[src/rtl/cronometru_ctrl.sv]
`default_nettype none
// ============================================================================
//  Module   : cronometru_ctrl
//  Brief    : Run/stop/lap/clear sequencer with debounced buttons for the
//             Cronometru 4-digit BCD stopwatch.
//  Revision : 1.0
// ============================================================================
module cronometru_ctrl #(
    parameter int DB_CYCLES  = 16,
    parameter int DB_W       = 5,
    parameter int RST_CYCLES = 2
) (
    input  logic       clk_i,
    input  logic       reset_i,
    input  logic       btn_ss_i,
    input  logic       btn_lr_i,
    input  logic [3:0] bcd0_i,
    input  logic [3:0] bcd1_i,
    input  logic [3:0] bcd2_i,
    input  logic [3:0] bcd3_i,
    input  logic       carry_i,
    output logic       sw_pause_o,
    output logic       sw_reset_o,
    output logic [3:0] disp0_o,
    output logic [3:0] disp1_o,
    output logic [3:0] disp2_o,
    output logic [3:0] disp3_o,
    output logic       running_o,
    output logic       lap_active_o,
    output logic       ovf_o
);

    localparam int RC_W = $clog2(RST_CYCLES + 1);

    typedef enum logic [2:0] {
        S_CLEAR = 3'd0,
        S_IDLE  = 3'd1,
        S_RUN   = 3'd2,
        S_LAP   = 3'd3,
        S_STOP  = 3'd4
    } state_t;

    logic [1:0] w_btn;
    logic [1:0] w_press;

    assign w_btn = {btn_lr_i, btn_ss_i};

    // Index 0 is start/stop, index 1 is lap/reset.
    for (genvar b = 0; b < 2; b++) begin : g_btn
        logic            sync1_q;
        logic            sync2_q;
        logic            db_q;
        logic            press_q;
        logic [DB_W-1:0] cnt_q;

        always_ff @(posedge clk_i or posedge reset_i) begin
            if (reset_i) begin
                sync1_q <= 1'b0;
                sync2_q <= 1'b0;
                db_q    <= 1'b0;
                press_q <= 1'b0;
                cnt_q   <= '0;
            end else begin
                sync1_q <= w_btn[b];
                sync2_q <= sync1_q;
                press_q <= 1'b0;
                if (sync2_q == db_q) begin
                    cnt_q <= '0;
                end else if (cnt_q == DB_W'(DB_CYCLES - 1)) begin
                    db_q    <= sync2_q;
                    press_q <= sync2_q;
                    cnt_q   <= '0;
                end else begin
                    cnt_q <= cnt_q + DB_W'(1);
                end
            end
        end

        assign w_press[b] = press_q;
    end

    state_t          state_q;
    state_t          state_d;
    logic [RC_W-1:0] rcnt_q;
    logic [15:0]     lap_q;
    logic            ovf_q;
    logic            sw_pause_q;
    logic            sw_reset_q;
    logic            running_q;
    logic            lap_active_q;
    logic            w_live;

    assign w_live = (state_q == S_RUN) || (state_q == S_LAP);

    // Carry outranks both presses; start/stop outranks lap/reset.
    always_comb begin
        state_d = state_q;
        case (state_q)
            S_CLEAR: if (rcnt_q == RC_W'(RST_CYCLES - 1)) state_d = S_IDLE;
            S_IDLE:  if (w_press[0]) state_d = S_RUN;
            S_RUN: begin
                if (carry_i || w_press[0]) state_d = S_STOP;
                else if (w_press[1])       state_d = S_LAP;
            end
            S_LAP: begin
                if (carry_i || w_press[0]) state_d = S_STOP;
                else if (w_press[1])       state_d = S_RUN;
            end
            S_STOP: begin
                if (w_press[0])      state_d = S_RUN;
                else if (w_press[1]) state_d = S_CLEAR;
            end
            default: state_d = S_CLEAR;
        endcase
    end

    always_ff @(posedge clk_i or posedge reset_i) begin
        if (reset_i) begin
            state_q      <= S_CLEAR;
            rcnt_q       <= '0;
            lap_q        <= '0;
            ovf_q        <= 1'b0;
            sw_pause_q   <= 1'b1;
            sw_reset_q   <= 1'b1;
            running_q    <= 1'b0;
            lap_active_q <= 1'b0;
        end else begin
            state_q <= state_d;
            rcnt_q  <= ((state_q == S_CLEAR) && (state_d == S_CLEAR)) ? rcnt_q + RC_W'(1) : '0;
            if (w_live && carry_i)
                ovf_q <= 1'b1;
            else if ((state_d == S_CLEAR) && (state_q != S_CLEAR))
                ovf_q <= 1'b0;
            if ((state_q == S_RUN) && (state_d == S_LAP))
                lap_q <= {bcd3_i, bcd2_i, bcd1_i, bcd0_i};
            sw_pause_q   <= !((state_d == S_RUN) || (state_d == S_LAP));
            sw_reset_q   <= (state_d == S_CLEAR);
            running_q    <= (state_d == S_RUN) || (state_d == S_LAP);
            lap_active_q <= (state_d == S_LAP);
        end
    end

    assign sw_pause_o   = sw_pause_q;
    assign sw_reset_o   = sw_reset_q;
    assign running_o    = running_q;
    assign lap_active_o = lap_active_q;
    assign ovf_o        = ovf_q;
    assign {disp3_o, disp2_o, disp1_o, disp0_o} =
        lap_active_q ? lap_q : {bcd3_i, bcd2_i, bcd1_i, bcd0_i};

endmodule
`default_nettype wire

[config.mk]
export PLATFORM = sky130hd
export DESIGN_NAME = cronometru_ctrl
export DESIGN_NICKNAME = d
export VERILOG_FILES = /design/src/rtl/cronometru_ctrl.sv
export SDC_FILE = /design/constraint.sdc
export NUM_CORES = 1
export LEC_CHECK = 0
export CAP_MARGIN = 20
export CORE_MARGIN = 1.5
export CORE_UTILIZATION = 45
export CTS_CLUSTER_DIAMETER = 80
export DETAILED_ROUTE_END_ITERATION = 8
export GPL_ROUTABILITY_DRIVEN = 0
export PLACE_DENSITY = 0.8
export SLEW_MARGIN = 20
export SYNTH_ARGS = -nofsm -noshare
export SYNTH_HDL_FRONTEND = slang
export SYNTH_SLANG_ARGS = --single-unit
[constraint.sdc]
create_clock -name clk_i -period 4.3 [get_ports clk_i]
set_input_delay 0.43 -clock clk_i [delete_from_list [all_inputs] [get_ports clk_i]]
set_output_delay 0.43 -clock clk_i [all_outputs]
set_load 0.02 [all_outputs]
# Yosys cells after proc, flatten, opt, wreduce, memory -nomap -nowiden
# Cells that the tools add are included.
# totals
regBits,44
latchBits,0
ram_bits,0
romBits,0
input_bits,21
output_inout_bits,21
elab_cells,69
memories,0
# classes
add_sub_neg,3
n_mul,0
div_mod_pow,0
n_lt_le_gt_ge,0
n_eq_ne,11
shifts,0
mux,21
bitwise,2
n_reduce_logical,14
# op_table
op,n
3-bit two-way mux,8
5-bit two-way mux,4
16-bit two-way mux,1
3-bit one-hot mux with 5 select lines,1
"3-bit by 2-bit equality test with 1-bit output, second input constant",4
"5-bit by 1-bit adder with 5-bit output, second input constant",2
"5-bit by 4-bit equality test with 1-bit output, second input constant",2
3-bit logical NOT,2
1-bit two-way mux,6
1-bit logical AND,4
2-bit AND reduction,2
"3-bit by 1-bit equality test with 1-bit output, second input constant",1
"3-bit equality test, second input constant",1
1-bit logical OR,3
3-bit nonzero test,1
"2-bit by 1-bit adder with 2-bit output, second input constant",1
1-bit equality test,2
"2-bit by 1-bit equality test with 1-bit output, second input constant",1
2-bit two-way mux,1
1-bit inverter,2
2-bit nonzero test,1
1-bit logical NOT,1

# Depth between registers and ports, before layout
# depth
word_depth,7
mapped_depth,6
mapped_depth_nobuf,6

# Least setup slack after synthesis
# Ideal clock, no wire load.
# synth_path
path_type,flip-flop to output port
startpoint,"reg lap_active_q, in the netlist lap_active_o"
endpoint,out disp1_o[1]
t_arrival_ns,1.363
t_required_ns,3.870
slack_ns,2.507
stages_incl_launch_ff,4
path_buffers,2
cell_sequence,dfrtp_1 -> clkbuf_1 -> buf_2 -> mux2_2
# synth_between
elab_chain_cells,1
# synth_lines
element,line,rtl
start: declaration,90,logic lap_active_q;
start signal: assignment,139,lap_active_q <= (state_d == S_LAP);
16-bit two-way mux,149,"lap_active_q ? lap_q : {bcd3_i, bcd2_i, bcd1_i, bcd0_i};"
end: declaration,25,"output logic [3:0] disp1_o,"
# Every way passes these cells.

# Final worst setup path
# layout_path
startpoint,"reg lap_active_q, in the netlist lap_active_o"
endpoint,out disp1_o[3]
# The elaborated chain is that of the path after synthesis.

==> impl_metrics.csv <==
group,metric,value,unit
run_status,status,"complete, no violations",
die,initial_core_util,47.89,%
drt,drc,0,
timing,rsz0062_at_grt,"no",
logic_synthesis,netlist_instances,149,
logic_synthesis,synth_nets,173,
global_routing,grt_overflow,0,
clock_tree,holdBufCountCts,0,
finish,drive_gt1_share,24.62,%
global_routing,grt_max_degree,45,
finish,fin_cells,245,
worst_setup_path,crit_family,"flip-flops",
die,fp.dieH,69.18,µm
logic_synthesis,synth_top_family_by_area,"multiplexers",
power_and_ir_drop,switchingPower,0.1865,mW
drt,dr.pass1.iters,4,
timing,setup-tns-final,0,ns
clock_tree,htreeDepth,2,
timing,relSlewSlack,53.85,%
placement,postPlaceCellArea,2426,µm²
finish,area_delta_synth_final,27.81,%
finish,final_area,2519,µm²
timing,slew_viol_final,0,
drt,drtIter0Drc,56,
logic_synthesis,synth-compound-area-share,4.190,%
worst_setup_path,cp_cell_sequence,"mux2_2 -> clkdlybuf4s50_1",
power_and_ir_drop,combinationalPowerShare,9.9,%
placement,place_hpwl,2.636,mm
logic_synthesis,synth_adder_area_share,1.905,%
clock_tree,clock_latency,0.30,ns
worst_setup_path,crit_type,"register to output port",
logic_synthesis,synth_seq_area_share,56.00,%
die,placementRows,23,
placement,dp.cells,237,
power_and_ir_drop,power.density,302.8,nW/µm²
timing,period_minus_slack,2.495,ns
clock_tree,clkSlewWorstSetupHoldPaths,0.08,ns
logic_synthesis,synth_seq_cells,44,
clock_tree,clock_path_buffers,2,
global_routing,grt_pass1_vias,1358,
finish,diodes,0,
die,pin_count,42,
power_and_ir_drop,power.share.clock,34.3,%
die,dieArea,4785,µm²
drt,wire_per_inst,15.08,µm
power_and_ir_drop,pwr-share-seq,55.8,%
logic_synthesis,synth_simple_gate_area_share,10.92,%
worst_setup_path,start_kind,"register",
clock_tree,clock-sinks,44,
logic_synthesis,synth_mux_area_share,21.33,%
worst_setup_path,cp_max_fo,17,
global_routing,grt_pass1_wl,6.368,mm
power_and_ir_drop,p_int,0.5762,mW
logic_synthesis,synth.distinct_cells,33,
logic_synthesis,syn_area,1971,µm²
power_and_ir_drop,p_leak,1.170,nW
finish,final_nets,218,
drt,vias,1280,
drt,final_antenna_net_count,0,
worst_setup_path,cp-end-kind,"output port",
logic_synthesis,synthXorXnorAreaFrac,2.667,%
timing,setup_viol_count_final,0,
power_and_ir_drop,swShare,24.45,%
clock_tree,cts_buffers,5,
finish,nFillCells,327,
timing,tightest_slew,0.6922,ns
power_and_ir_drop,ir_worst_vdd,0.0002003,V
worst_setup_path,critPathSlowestCell,"dfrtp_1",
global_routing,antenna_found_initial,0,
placement,io_buffers,41,
worst_hold_path,hold_class,"register to register",
clock_tree,root_buffer,"clkbuf_8",
drt,viasPerCell,5.224,
worst_setup_path,critPathArrivalTime,2.06,ns
die,coreArea,4115,µm²
logic_synthesis,syn_area_per_cell,13.23,µm²
timing,hold_viol_final,0,
clock_tree,tritoncts,"done",
timing,clock.fmax,400.8,MHz
logic_synthesis,ys.warnings.count,0,
timing,period_share,58.02,%
job,drv_cap,0,
timing,fin_skew,0.006621,ns
power_and_ir_drop,finalPower,0.7627,mW
worst_setup_path,cp.required,3.87,ns
die,fp.dieW,69.18,µm
clock_tree,post-cts-setup-buffer-count,0,
drt,routed_wl,3.695,mm
clock_tree,cts_resized,0,
worst_setup_path,max_stage_delay,0.80,ns
global_routing,grt_use_total,16.87,%
worst_setup_path,path_buf_inv,1,
==> cells in the mapped netlist <==
cell | count | area [µm²]
a21boi_0 | 1 | 7.510
clkbuf_1 | 1 | 3.750
inv_1 | 9 | 33.78
and3b_1 | 1 | 8.760
mux2_2 | 24 | 270.3
xnor2_1 | 2 | 17.52
o22ai_1 | 2 | 12.51
o21ai_0 | 5 | 25.02
nor3b_1 | 2 | 15.01
and2_1 | 1 | 6.260
nor4_1 | 2 | 12.51
xor2_1 | 4 | 35.03
a211oi_1 | 1 | 7.510
nand2b_1 | 1 | 6.260
nand2_1 | 4 | 15.01
and3_1 | 1 | 6.260
nor2_1 | 9 | 33.78
a21oi_1 | 3 | 15.01
ha_1 | 3 | 37.54
nand3_1 | 5 | 25.02
mux2_4 | 10 | 150.1
nor4b_1 | 1 | 8.760
buf_6 | 1 | 11.26
nand4b_4 | 1 | 23.77
dfrtp_1 | 42 | 1051
or2_2 | 1 | 6.260
nand4b_1 | 1 | 8.760
o31ai_1 | 1 | 7.510
dfstp_2 | 2 | 52.55
o211ai_1 | 1 | 7.510
buf_2 | 2 | 10.01
nor2b_1 | 4 | 25.02
nor2b_4 | 1 | 13.76
==> power by group through the flow <==
stage | combinational (mW) | clock (mW) | sequential, mW
2_1_floorplan | 0.0347 | 0 | 0.432
3_3_place_gp | 0.0733 | 0 | 0.433
3_5_place_dp | 0.0760 | 0 | 0.434
4_1_cts | 0.0766 | 0.275 | 0.426
5_1_grt | 0.0821 | 0.293 | 0.427
6_report | 0.0751 | 0.262 | 0.426
==> per-layer routing <==
metal	vias up	wire length, µm	share of wire [%]	track usage (%)
li1	603	-	-	-
met5	-	0	0	0
met1	647	1471	40	18.47
met3	7	104	2.8	4.651
met2	23	2028	55	30.13
met4	0	90	2.4	7.843
==> cell usage in the layout (no fill, tap or decap), types with 5 or more instances in the layout <==
cell,instances
mux2_2,24
clkbuf_8,5
nor2_1,9
nand3_1,5
inv_1,9
clkdlybuf4s50_1,41
dfrtp_1,42
o21ai_0,5
mux2_4,10
==> final cells by class <==
| type | count | area, µm² | share of cell area, % |
|---|---|---|---|
| timing repair buffer | 42 | 417.9 | 16.59 |
| multi-input combinational | 92 | 808.3 | 32.09 |
| sequential | 44 | 1104 | 43.82 |
| tap | 50 | 62.56 | 2.484 |
| clock inverter | 3 | 23.77 | 0.9439 |
| clock buffer | 5 | 68.82 | 2.732 |
| inverter | 9 | 33.78 | 1.341 |
==> worst paths after layout <==
check                      slack (ns)                to        startpoint  cells past startpoint
setup / recovery                 1.81        disp1_o[3]      lap_active_o                      2
hold / removal                   0.36  g_btn[0].sync2_q  g_btn[0].sync1_q                      0
setup reg to reg                 2.62          lap_q[0]  g_btn[0].press_q                      3
hold reg to reg                  0.36  g_btn[0].sync2_q  g_btn[0].sync1_q                      0
max in group asynchronous        3.36        sw_reset_o           reset_i                      3
min in group asynchronous        0.56     g_btn[0].db_q           reset_i                      3
==> registers in the layout, summed over array words and instances, names as in the netlist, 2 cells and up <==
signal,count
rcnt_q,2
g_btn.cnt_q,10
g_btn.sync1_q,2
g_btn.sync2_q,2
lap_q,16
g_btn.db_q,2
g_btn.press_q,2
state_q,3
==> cells by family (layout without fill, tap and decap cells) <==
group                      count (synthesis)  in the layout
muxes                                     34             34
and+or+nand+nor                           35             35
buffers and inverters                     13             59
xor gates and xnor gates                   6              6
DFF                                       44             44
adders and majority gates                  3              3
AOI/OAI and AO/OA                         14             14
==> metrics by stage <==
stage	utilization [%]	hold WS (ns)	worst slack, ns
after floorplan	-	0.3312	2.507
after global placement	58.95	0.3331	2.203
after detailed placement	58.95	0.3418	2.125
after CTS	61.20	0.3619	1.782
after global routing	61.20	0.3712	1.731
final	61.20	0.3552	1.805
Note: power is estimated with default switching activity, not from simulation.
